==> config.mk <==
export PLATFORM = sky130hd
export DESIGN_NAME = spi_byte_engine
export DESIGN_NICKNAME = d
export VERILOG_FILES = /design/src/rtl/spi_pkg.sv /design/src/rtl/spi_fifo.sv /design/src/rtl/spi_byte_engine.sv
export SDC_FILE = /design/constraint.sdc
export NUM_CORES = 1
export LEC_CHECK = 0
export ABC_AREA = 1
export BUFFER_PORTS_ARGS = -buffer_cell sky130_fd_sc_hd__buf_4
export CORE_UTILIZATION = 30
export DETAILED_ROUTE_END_ITERATION = 16
export PLACE_DENSITY = 0.51
export RECOVER_POWER = 100
export REMOVE_ABC_BUFFERS = 1
export SLEW_MARGIN = 10
export SYNTH_ARGS = -nofsm -noshare
export SYNTH_HDL_FRONTEND = slang
export SYNTH_SLANG_ARGS = --single-unit
==> constraint.sdc <==
create_clock -name clk -period 4 [get_ports clk]
set_clock_uncertainty 0.15 [all_clocks]
set_input_delay 0.4 -clock clk [delete_from_list [all_inputs] [get_ports clk]]
set_output_delay 0.4 -clock clk [all_outputs]
set_load 0.03 [all_outputs]
==> src/rtl/spi_pkg.sv <==
// Shared definitions for the SPI byte engine: command codes, FSM encoding, overflow bits.
package spi_pkg;

    localparam logic [1:0] RW_NONE  = 2'b00;
    localparam logic [1:0] RW_WRITE = 2'b01;
    localparam logic [1:0] RW_READ  = 2'b10;

    typedef enum logic [5:0] {
        StIdle  = 6'b000001,
        StSetup = 6'b000010,
        StLoad  = 6'b000100,
        StShift = 6'b001000,
        StHold  = 6'b010000,
        StGap   = 6'b100000
    } state_e;

    localparam int unsigned OVF_CMD = 0;
    localparam int unsigned OVF_RX  = 1;

endpackage

==> src/rtl/spi_fifo.sv <==
// First-word-fall-through FIFO with a registered head; reads 0 when empty.
// Pushes while full are dropped, even when a pop happens in the same cycle.
module spi_fifo #(
    parameter int unsigned Width = 8,
    parameter int unsigned Depth = 4
) (
    input  logic             clk,
    input  logic             rst_n,
    input  logic             push_i,
    input  logic [Width-1:0] data_i,
    input  logic             pop_i,
    output logic [Width-1:0] head_o,
    output logic             full_o,
    output logic             empty_o
);
    localparam int unsigned PtrW = (Depth > 1) ? $clog2(Depth) : 1;
    localparam logic [PtrW:0] FullCount = (PtrW + 1)'(Depth);

    logic [Width-1:0] mem_q [Depth];
    logic [PtrW-1:0]  wr_ptr_q, wr_ptr_d, rd_ptr_q, rd_ptr_d;
    logic [PtrW:0]    count_q, count_d;
    logic [Width-1:0] head_q, head_d;
    logic             push_ok, pop_ok;

    assign full_o  = (count_q == FullCount);
    assign empty_o = (count_q == '0);
    assign head_o  = head_q;

    always_comb begin
        push_ok  = push_i && !full_o;
        pop_ok   = pop_i && !empty_o;
        wr_ptr_d = push_ok ? wr_ptr_q + 1'b1 : wr_ptr_q;
        rd_ptr_d = pop_ok ? rd_ptr_q + 1'b1 : rd_ptr_q;
        count_d  = count_q + {{PtrW{1'b0}}, push_ok} - {{PtrW{1'b0}}, pop_ok};
        // The new head is the incoming word when nothing else remains ahead of it.
        if (count_d == '0) begin
            head_d = '0;
        end else if (push_ok && (rd_ptr_d == wr_ptr_q)) begin
            head_d = data_i;
        end else begin
            head_d = mem_q[rd_ptr_d];
        end
    end

    always_ff @(posedge clk) begin
        if (push_ok) begin
            mem_q[wr_ptr_q] <= data_i;
        end
    end

    always_ff @(posedge clk or negedge rst_n) begin
        if (!rst_n) begin
            wr_ptr_q <= '0;
            rd_ptr_q <= '0;
            count_q  <= '0;
            head_q   <= '0;
        end else begin
            wr_ptr_q <= wr_ptr_d;
            rd_ptr_q <= rd_ptr_d;
            count_q  <= count_d;
            head_q   <= head_d;
        end
    end

endmodule

==> src/rtl/spi_byte_engine.sv <==
// Byte-level mode-0 SPI master: queued write/read byte commands are shifted MSB-first inside
// one chip-select frame per burst; read bytes return through a FWFT receive FIFO.
module spi_byte_engine
    import spi_pkg::*;
#(
    parameter int unsigned CLK_DIV    = 4,
    parameter int unsigned FIFO_DEPTH = 4
) (
    input  logic       clk,
    input  logic       rst_n,
    input  logic       command_read,
    input  logic [1:0] rw,
    input  logic       tx_read,
    input  logic [7:0] tx_byte,
    input  logic       rx_read,
    output logic [7:0] rx_byte,
    output logic       busy,
    output logic [1:0] ovf,
    output logic       spi_sclk,
    output logic       spi_mosi,
    input  logic       spi_miso,
    output logic       spi_cs_n
);
    localparam logic [7:0] DivLast = 8'(CLK_DIV - 1);

    state_e      state_q, state_d;
    logic [7:0]  div_q, div_d;
    logic [2:0]  bit_cnt_q, bit_cnt_d;
    logic [7:0]  shift_q, shift_d;
    logic        sclk_q, sclk_d;
    logic        mosi_q, mosi_d;
    logic        miso_bit_q, miso_bit_d;
    logic        is_read_q, is_read_d;
    logic        busy_q, busy_d;
    logic [1:0]  ovf_q, ovf_d;
    logic [1:0]  miso_sync_q;

    logic        cmd_push, cmd_pop, cmd_full, cmd_empty;
    logic [1:0]  cmd_head;
    logic        tx_pop, tx_full, tx_empty;
    logic [7:0]  tx_head;
    logic        rx_push, rx_pop, rx_full, rx_empty;
    logic [7:0]  rx_data;

    logic        div_done, load_go, last_fall;

    assign cmd_push = command_read && ((rw == RW_WRITE) || (rw == RW_READ));
    assign rx_pop   = rx_read && !rx_empty;
    assign rx_data  = {shift_q[6:0], miso_bit_q};

    spi_fifo #(.Width(2), .Depth(FIFO_DEPTH)) u_cmd_fifo (
        .clk    (clk),
        .rst_n  (rst_n),
        .push_i (cmd_push),
        .data_i (rw),
        .pop_i  (cmd_pop),
        .head_o (cmd_head),
        .full_o (cmd_full),
        .empty_o(cmd_empty)
    );

    spi_fifo #(.Width(8), .Depth(FIFO_DEPTH)) u_tx_fifo (
        .clk    (clk),
        .rst_n  (rst_n),
        .push_i (tx_read),
        .data_i (tx_byte),
        .pop_i  (tx_pop),
        .head_o (tx_head),
        .full_o (tx_full),
        .empty_o(tx_empty)
    );

    spi_fifo #(.Width(8), .Depth(FIFO_DEPTH)) u_rx_fifo (
        .clk    (clk),
        .rst_n  (rst_n),
        .push_i (rx_push),
        .data_i (rx_data),
        .pop_i  (rx_pop),
        .head_o (rx_byte),
        .full_o (rx_full),
        .empty_o(rx_empty)
    );

    assign div_done  = (div_q == DivLast);
    assign load_go   = (state_q == StLoad) && !((cmd_head == RW_WRITE) && tx_empty);
    assign last_fall = (state_q == StShift) && div_done && sclk_q && (bit_cnt_q == 3'd7);

    always_ff @(posedge clk or negedge rst_n) begin
        if (!rst_n) begin
            state_q <= StIdle;
        end else begin
            state_q <= state_d;
        end
    end

    always_comb begin
        state_d = state_q;
        unique case (state_q)
            StIdle:  if (!cmd_empty) state_d = StSetup;
            StSetup: if (div_done) state_d = StLoad;
            StLoad:  if (load_go) state_d = StShift;
            StShift: if (last_fall) state_d = cmd_empty ? StHold : StLoad;
            StHold:  if (div_done) state_d = StGap;
            StGap:   if (div_done) state_d = StIdle;
            default: state_d = StIdle;
        endcase
    end

    always_comb begin
        div_d      = '0;
        bit_cnt_d  = bit_cnt_q;
        shift_d    = shift_q;
        sclk_d     = sclk_q;
        mosi_d     = mosi_q;
        miso_bit_d = miso_bit_q;
        is_read_d  = is_read_q;
        cmd_pop    = 1'b0;
        tx_pop     = 1'b0;
        rx_push    = 1'b0;
        unique case (state_q)
            StSetup, StHold, StGap: begin
                div_d = div_done ? 8'd0 : div_q + 8'd1;
            end
            StLoad: begin
                bit_cnt_d = 3'd0;
                if (load_go) begin
                    cmd_pop   = 1'b1;
                    tx_pop    = (cmd_head == RW_WRITE);
                    is_read_d = (cmd_head == RW_READ);
                    shift_d   = (cmd_head == RW_WRITE) ? tx_head : 8'h00;
                    mosi_d    = (cmd_head == RW_WRITE) ? tx_head[7] : 1'b0;
                end
            end
            StShift: begin
                div_d = div_done ? 8'd0 : div_q + 8'd1;
                if (div_done) begin
                    sclk_d = !sclk_q;
                    if (!sclk_q) begin
                        miso_bit_d = miso_sync_q[1];
                    end else begin
                        // Falling edge: commit the sampled bit and present the next one.
                        shift_d   = rx_data;
                        bit_cnt_d = bit_cnt_q + 3'd1;
                        mosi_d    = (bit_cnt_q == 3'd7) ? 1'b0 : shift_q[6];
                        rx_push   = (bit_cnt_q == 3'd7) && is_read_q;
                    end
                end
            end
            default: ;
        endcase
    end

    assign busy_d = !cmd_empty || (state_q != StIdle);

    always_comb begin
        ovf_d = ovf_q;
        if ((cmd_push && cmd_full) || (tx_read && tx_full)) ovf_d[OVF_CMD] = 1'b1;
        if (rx_push && rx_full) ovf_d[OVF_RX] = 1'b1;
    end

    always_ff @(posedge clk or negedge rst_n) begin
        if (!rst_n) begin
            div_q       <= '0;
            bit_cnt_q   <= '0;
            shift_q     <= '0;
            sclk_q      <= 1'b0;
            mosi_q      <= 1'b0;
            miso_bit_q  <= 1'b0;
            is_read_q   <= 1'b0;
            busy_q      <= 1'b0;
            ovf_q       <= '0;
            miso_sync_q <= '0;
        end else begin
            div_q       <= div_d;
            bit_cnt_q   <= bit_cnt_d;
            shift_q     <= shift_d;
            sclk_q      <= sclk_d;
            mosi_q      <= mosi_d;
            miso_bit_q  <= miso_bit_d;
            is_read_q   <= is_read_d;
            busy_q      <= busy_d;
            ovf_q       <= ovf_d;
            miso_sync_q <= {miso_sync_q[0], spi_miso};
        end
    end

    assign spi_cs_n = (state_q == StIdle) || (state_q == StGap);
    assign spi_sclk = sclk_q;
    assign spi_mosi = mosi_q;
    assign busy     = busy_q;
    assign ovf      = ovf_q;

endmodule

==> impl_metrics.json <==
{
  "status": "complete, but fails checks",
  "violations": "capacitance limit, slew limit",
  "path_clk_slew_ns": 0.06,
  "peakVddDrop_uv": 280,
  "tns_ns": 0,
  "dpl.hpwl_um": 9230,
  "relSlewSlack_pct": -23.9,
  "chipHeight_um": 154,
  "hold_violations": 0,
  "maxCapViolations": 1,
  "drtIter0Drc": 241,
  "clkLatencyLatePin_ns": 0.41,
  "crit_type": "register to register",
  "drtPass1Iterations": 5,
  "post-route-period-util_pct": 83.4,
  "fmax_mhz": 300,
  "post-route-min-period_ns": 3.34,
  "cts_resized": 0,
  "drtAntennaViolNets": 0,
  "ys_warn_count": 0,
  "ys_async_sr_fraction_pct": 50.0,
  "rows": 55,
  "vias": 4619,
  "synth-seq-area-share_pct": 56.9,
  "core_area_um2": 22700,
  "drive_above_1_share_pct": 8.88,
  "crit_arrival_ns": 3.50,
  "n_fill_cell": 2316,
  "synth.top_cell.area_share_pct": 31.0,
  "clockBufferDepth": 2,
  "wl_per_cell_um": 12.8,
  "synth-main-ff-cell": "edfxtp_1",
  "critPathMaxFanout": 15,
  "antenna_found_initial": 0,
  "hold_path.class": "primary input to register",
  "ys_top_cells_by_area": "edfxtp_1, dfrtp_1, nand2_1",
  "start_kind": "register",
  "cp-end-kind": "register",
  "syn_avg_cell_area_um2": 9.73,
  "syn_inst": 716,
  "nets": 793,
  "multi_input_area_um2": 2490,
  "setup_ws_ns": 0.663,
  "wl_um": 13500,
  "slew_viol_final": 73,
  "leakagePower_nw": 3.59,
  "grt_pass1_vias": 4458,
  "grt_max_degree": 73,
  "clockRootBuffer": "clkbuf_16",
  "grtUsageTotal_pct": 12.4,
  "grt_pass1_wl_um": 23000,
  "seq_area_um2": 3970,
  "synth_area_um2": 6970,
  "place_ws_ns": 0.812,
  "power.density_nw_per_um2": 725,
  "cts_tree": "built",
  "dieArea_um2": 23800,
  "die_x_um": 154,
  "synthTopCellsByCount": "nand2_1, inv_1, nor2_1",
  "ys_seq_elements": 144,
  "viasPerCell": 4.39,
  "htreeDepth": 4,
  "cts.sink_count": 144,
  "finalSetupViolations": 0,
  "numPortBuffers": 29,
  "rsz0062_at_grt": "no",
  "yosys.cell_types.count": 41,
  "gp_congestion": 0.749,
  "drc": 0,
  "numCtsBuffers": 17,
  "required_ns": 4.16,
  "yosysMostFrequentCell": "nand2_1",
  "tightest_slew_ns": 1.86,
  "ios": 30,
  "initial_core_util_pct": 30.7,
  "syn_to_final_growth_pct": 13.2,
  "grt-ovfl-total": 0,
  "synth_edf_count": 72,
  "synth_top_cell_by_area": "edfxtp_1",
  "num_antenna_cells": 0
}
==> cells in the final DEF, fill, tap and decap left out, drive strengths merged, types with 2 or more instances in the layout <==
cell	Yosys	routed
clkinv	1	3
clkbuf	2	42
nor2	96	96
edfxtp	72	72
nand3	77	77
o21ai	9	9
or2	2	2
o31ai	7	7
ha	21	21
xnor2	5	5
nand4	7	7
o22ai	3	3
dfrtp	71	71
or3	3	3
a21oi	12	12
buf	10	4
fa	3	3
xor2	10	10
nand3b	21	21
nand2	175	175
nor3	2	2
inv	100	108
clkinvlp	0	5
==> report_power, final <==
group / internal [mW] / switching, mW / total, mW
clock: 0.812 / 0.673 / 1.48
sequential: 1.96 / 0.240 / 2.20
combinational: 0.649 / 1.38 / 2.03
total: 3.42 / 2.30 / 5.71
==> path summary, 6_finish.rpt <==
kind / from / endpoint / slack [ns] / cells past startpoint
min: tx_read / ovf[0]$_DFFE_PN0P_ / 0.10 / 3
max: state_q[5]$_DFFE_PN0P_ / u_rx_fifo.head_o[2]$_DFF_PN0_ / 0.66 / 12
max in group asynchronous: rst_n / ovf[0]$_DFFE_PN0P_ / 2.27 / 1
min reg2reg: miso_sync_q[0]$_DFF_PN0_ / miso_sync_q[1]$_DFF_PN0_ / 0.27 / 0
max reg2reg: state_q[5]$_DFFE_PN0P_ / u_rx_fifo.head_o[2]$_DFF_PN0_ / 0.66 / 12
min in group asynchronous: rst_n / div_q[6]$_DFF_PN0_ / 0.32 / 1
==> cells by family after synthesis <==
kind of cell / after synthesis / synth area share (%)
buf+inv: 113 / 6.46
xor+xnor: 15 / 1.89
fa+ha+maj: 24 / 4.63
simple gates: 385 / 27.1
flops: 144 / 56.9
compound gates: 35 / 3.03
==> layout make-up <==
class,instances,area share (%)
clock buffers,17,5.40
multi-input cells,459,31.6
repair buffers,30,1.76
flip-flops and latches,144,50.3
clock inverters,15,1.59
well taps,285,4.52
inverters,101,4.82
==> per-stage QoR <==
step,hold WS (ns),util [%],power [mW],std cells,area (µm²)
final,0.104,34.7,5.71,1051,7890
after global placement,0.244,32.9,4.36,1018,7470
after detailed placement,0.248,32.9,4.38,1018,7470
after global routing,0.106,34.7,6.18,1051,7890
after floorplan,-0.0456,-,3.78,704,6900
after CTS,0.0166,35.4,5.89,1051,8030
==> worst max-delay path, stage by stage, from the launching register on <==
cell and delay [ns]:
dfrtp_1 0.42, nor2_4 0.19, nand4_4 0.22, clkinvlp_2 0.43, nand4_2 0.19, nor2_4 0.22, ha_1 0.17, inv_1 0.05
fa_1 0.47, inv_1 0.04, or3_1 0.51, nand2_1 0.13, nor2_1 0.04
==> flip-flops by register name (all words and copies together) (netlist names), 2 cells and up <==
name	cells
u_rx_fifo.mem_q	32
u_tx_fifo.mem_q	32
div_q	8
u_cmd_fifo.mem_q	8
u_rx_fifo.head_o	8
u_tx_fifo.head_o	8
shift_q	7
state_q	6
bit_cnt_q	3
u_cmd_fifo.count_q	3
u_rx_fifo.count_q	3
u_tx_fifo.count_q	3
miso_sync_q	2
ovf	2
u_cmd_fifo.head_o	2
u_cmd_fifo.rd_ptr_q	2
u_cmd_fifo.wr_ptr_q	2
u_rx_fifo.rd_ptr_q	2
u_rx_fifo.wr_ptr_q	2
u_tx_fifo.rd_ptr_q	2
u_tx_fifo.wr_ptr_q	2
==> per-layer routing <==
| layer | wire length [µm] | up-vias | track usage [%] | share of wire (%) |
|---|---|---|---|---|
| met2 | 6150 | 59 | 19.1 | 46 |
| met1 | 6890 | 2164 | 16.8 | 51 |
| met5 | 0 | - | 0 | 0 |
| met3 | 351 | 7 | 3.25 | 2.6 |
| li1 | - | 2389 | - | - |
| met4 | 106 | 0 | 4.15 | 0.79 |
==> timing repair <==
action,in CTS,in global routing
buffers inserted,0,0
hold endpoints to repair,1,0
hold buffers,1,0
Power figures use the tool's default switching activity.
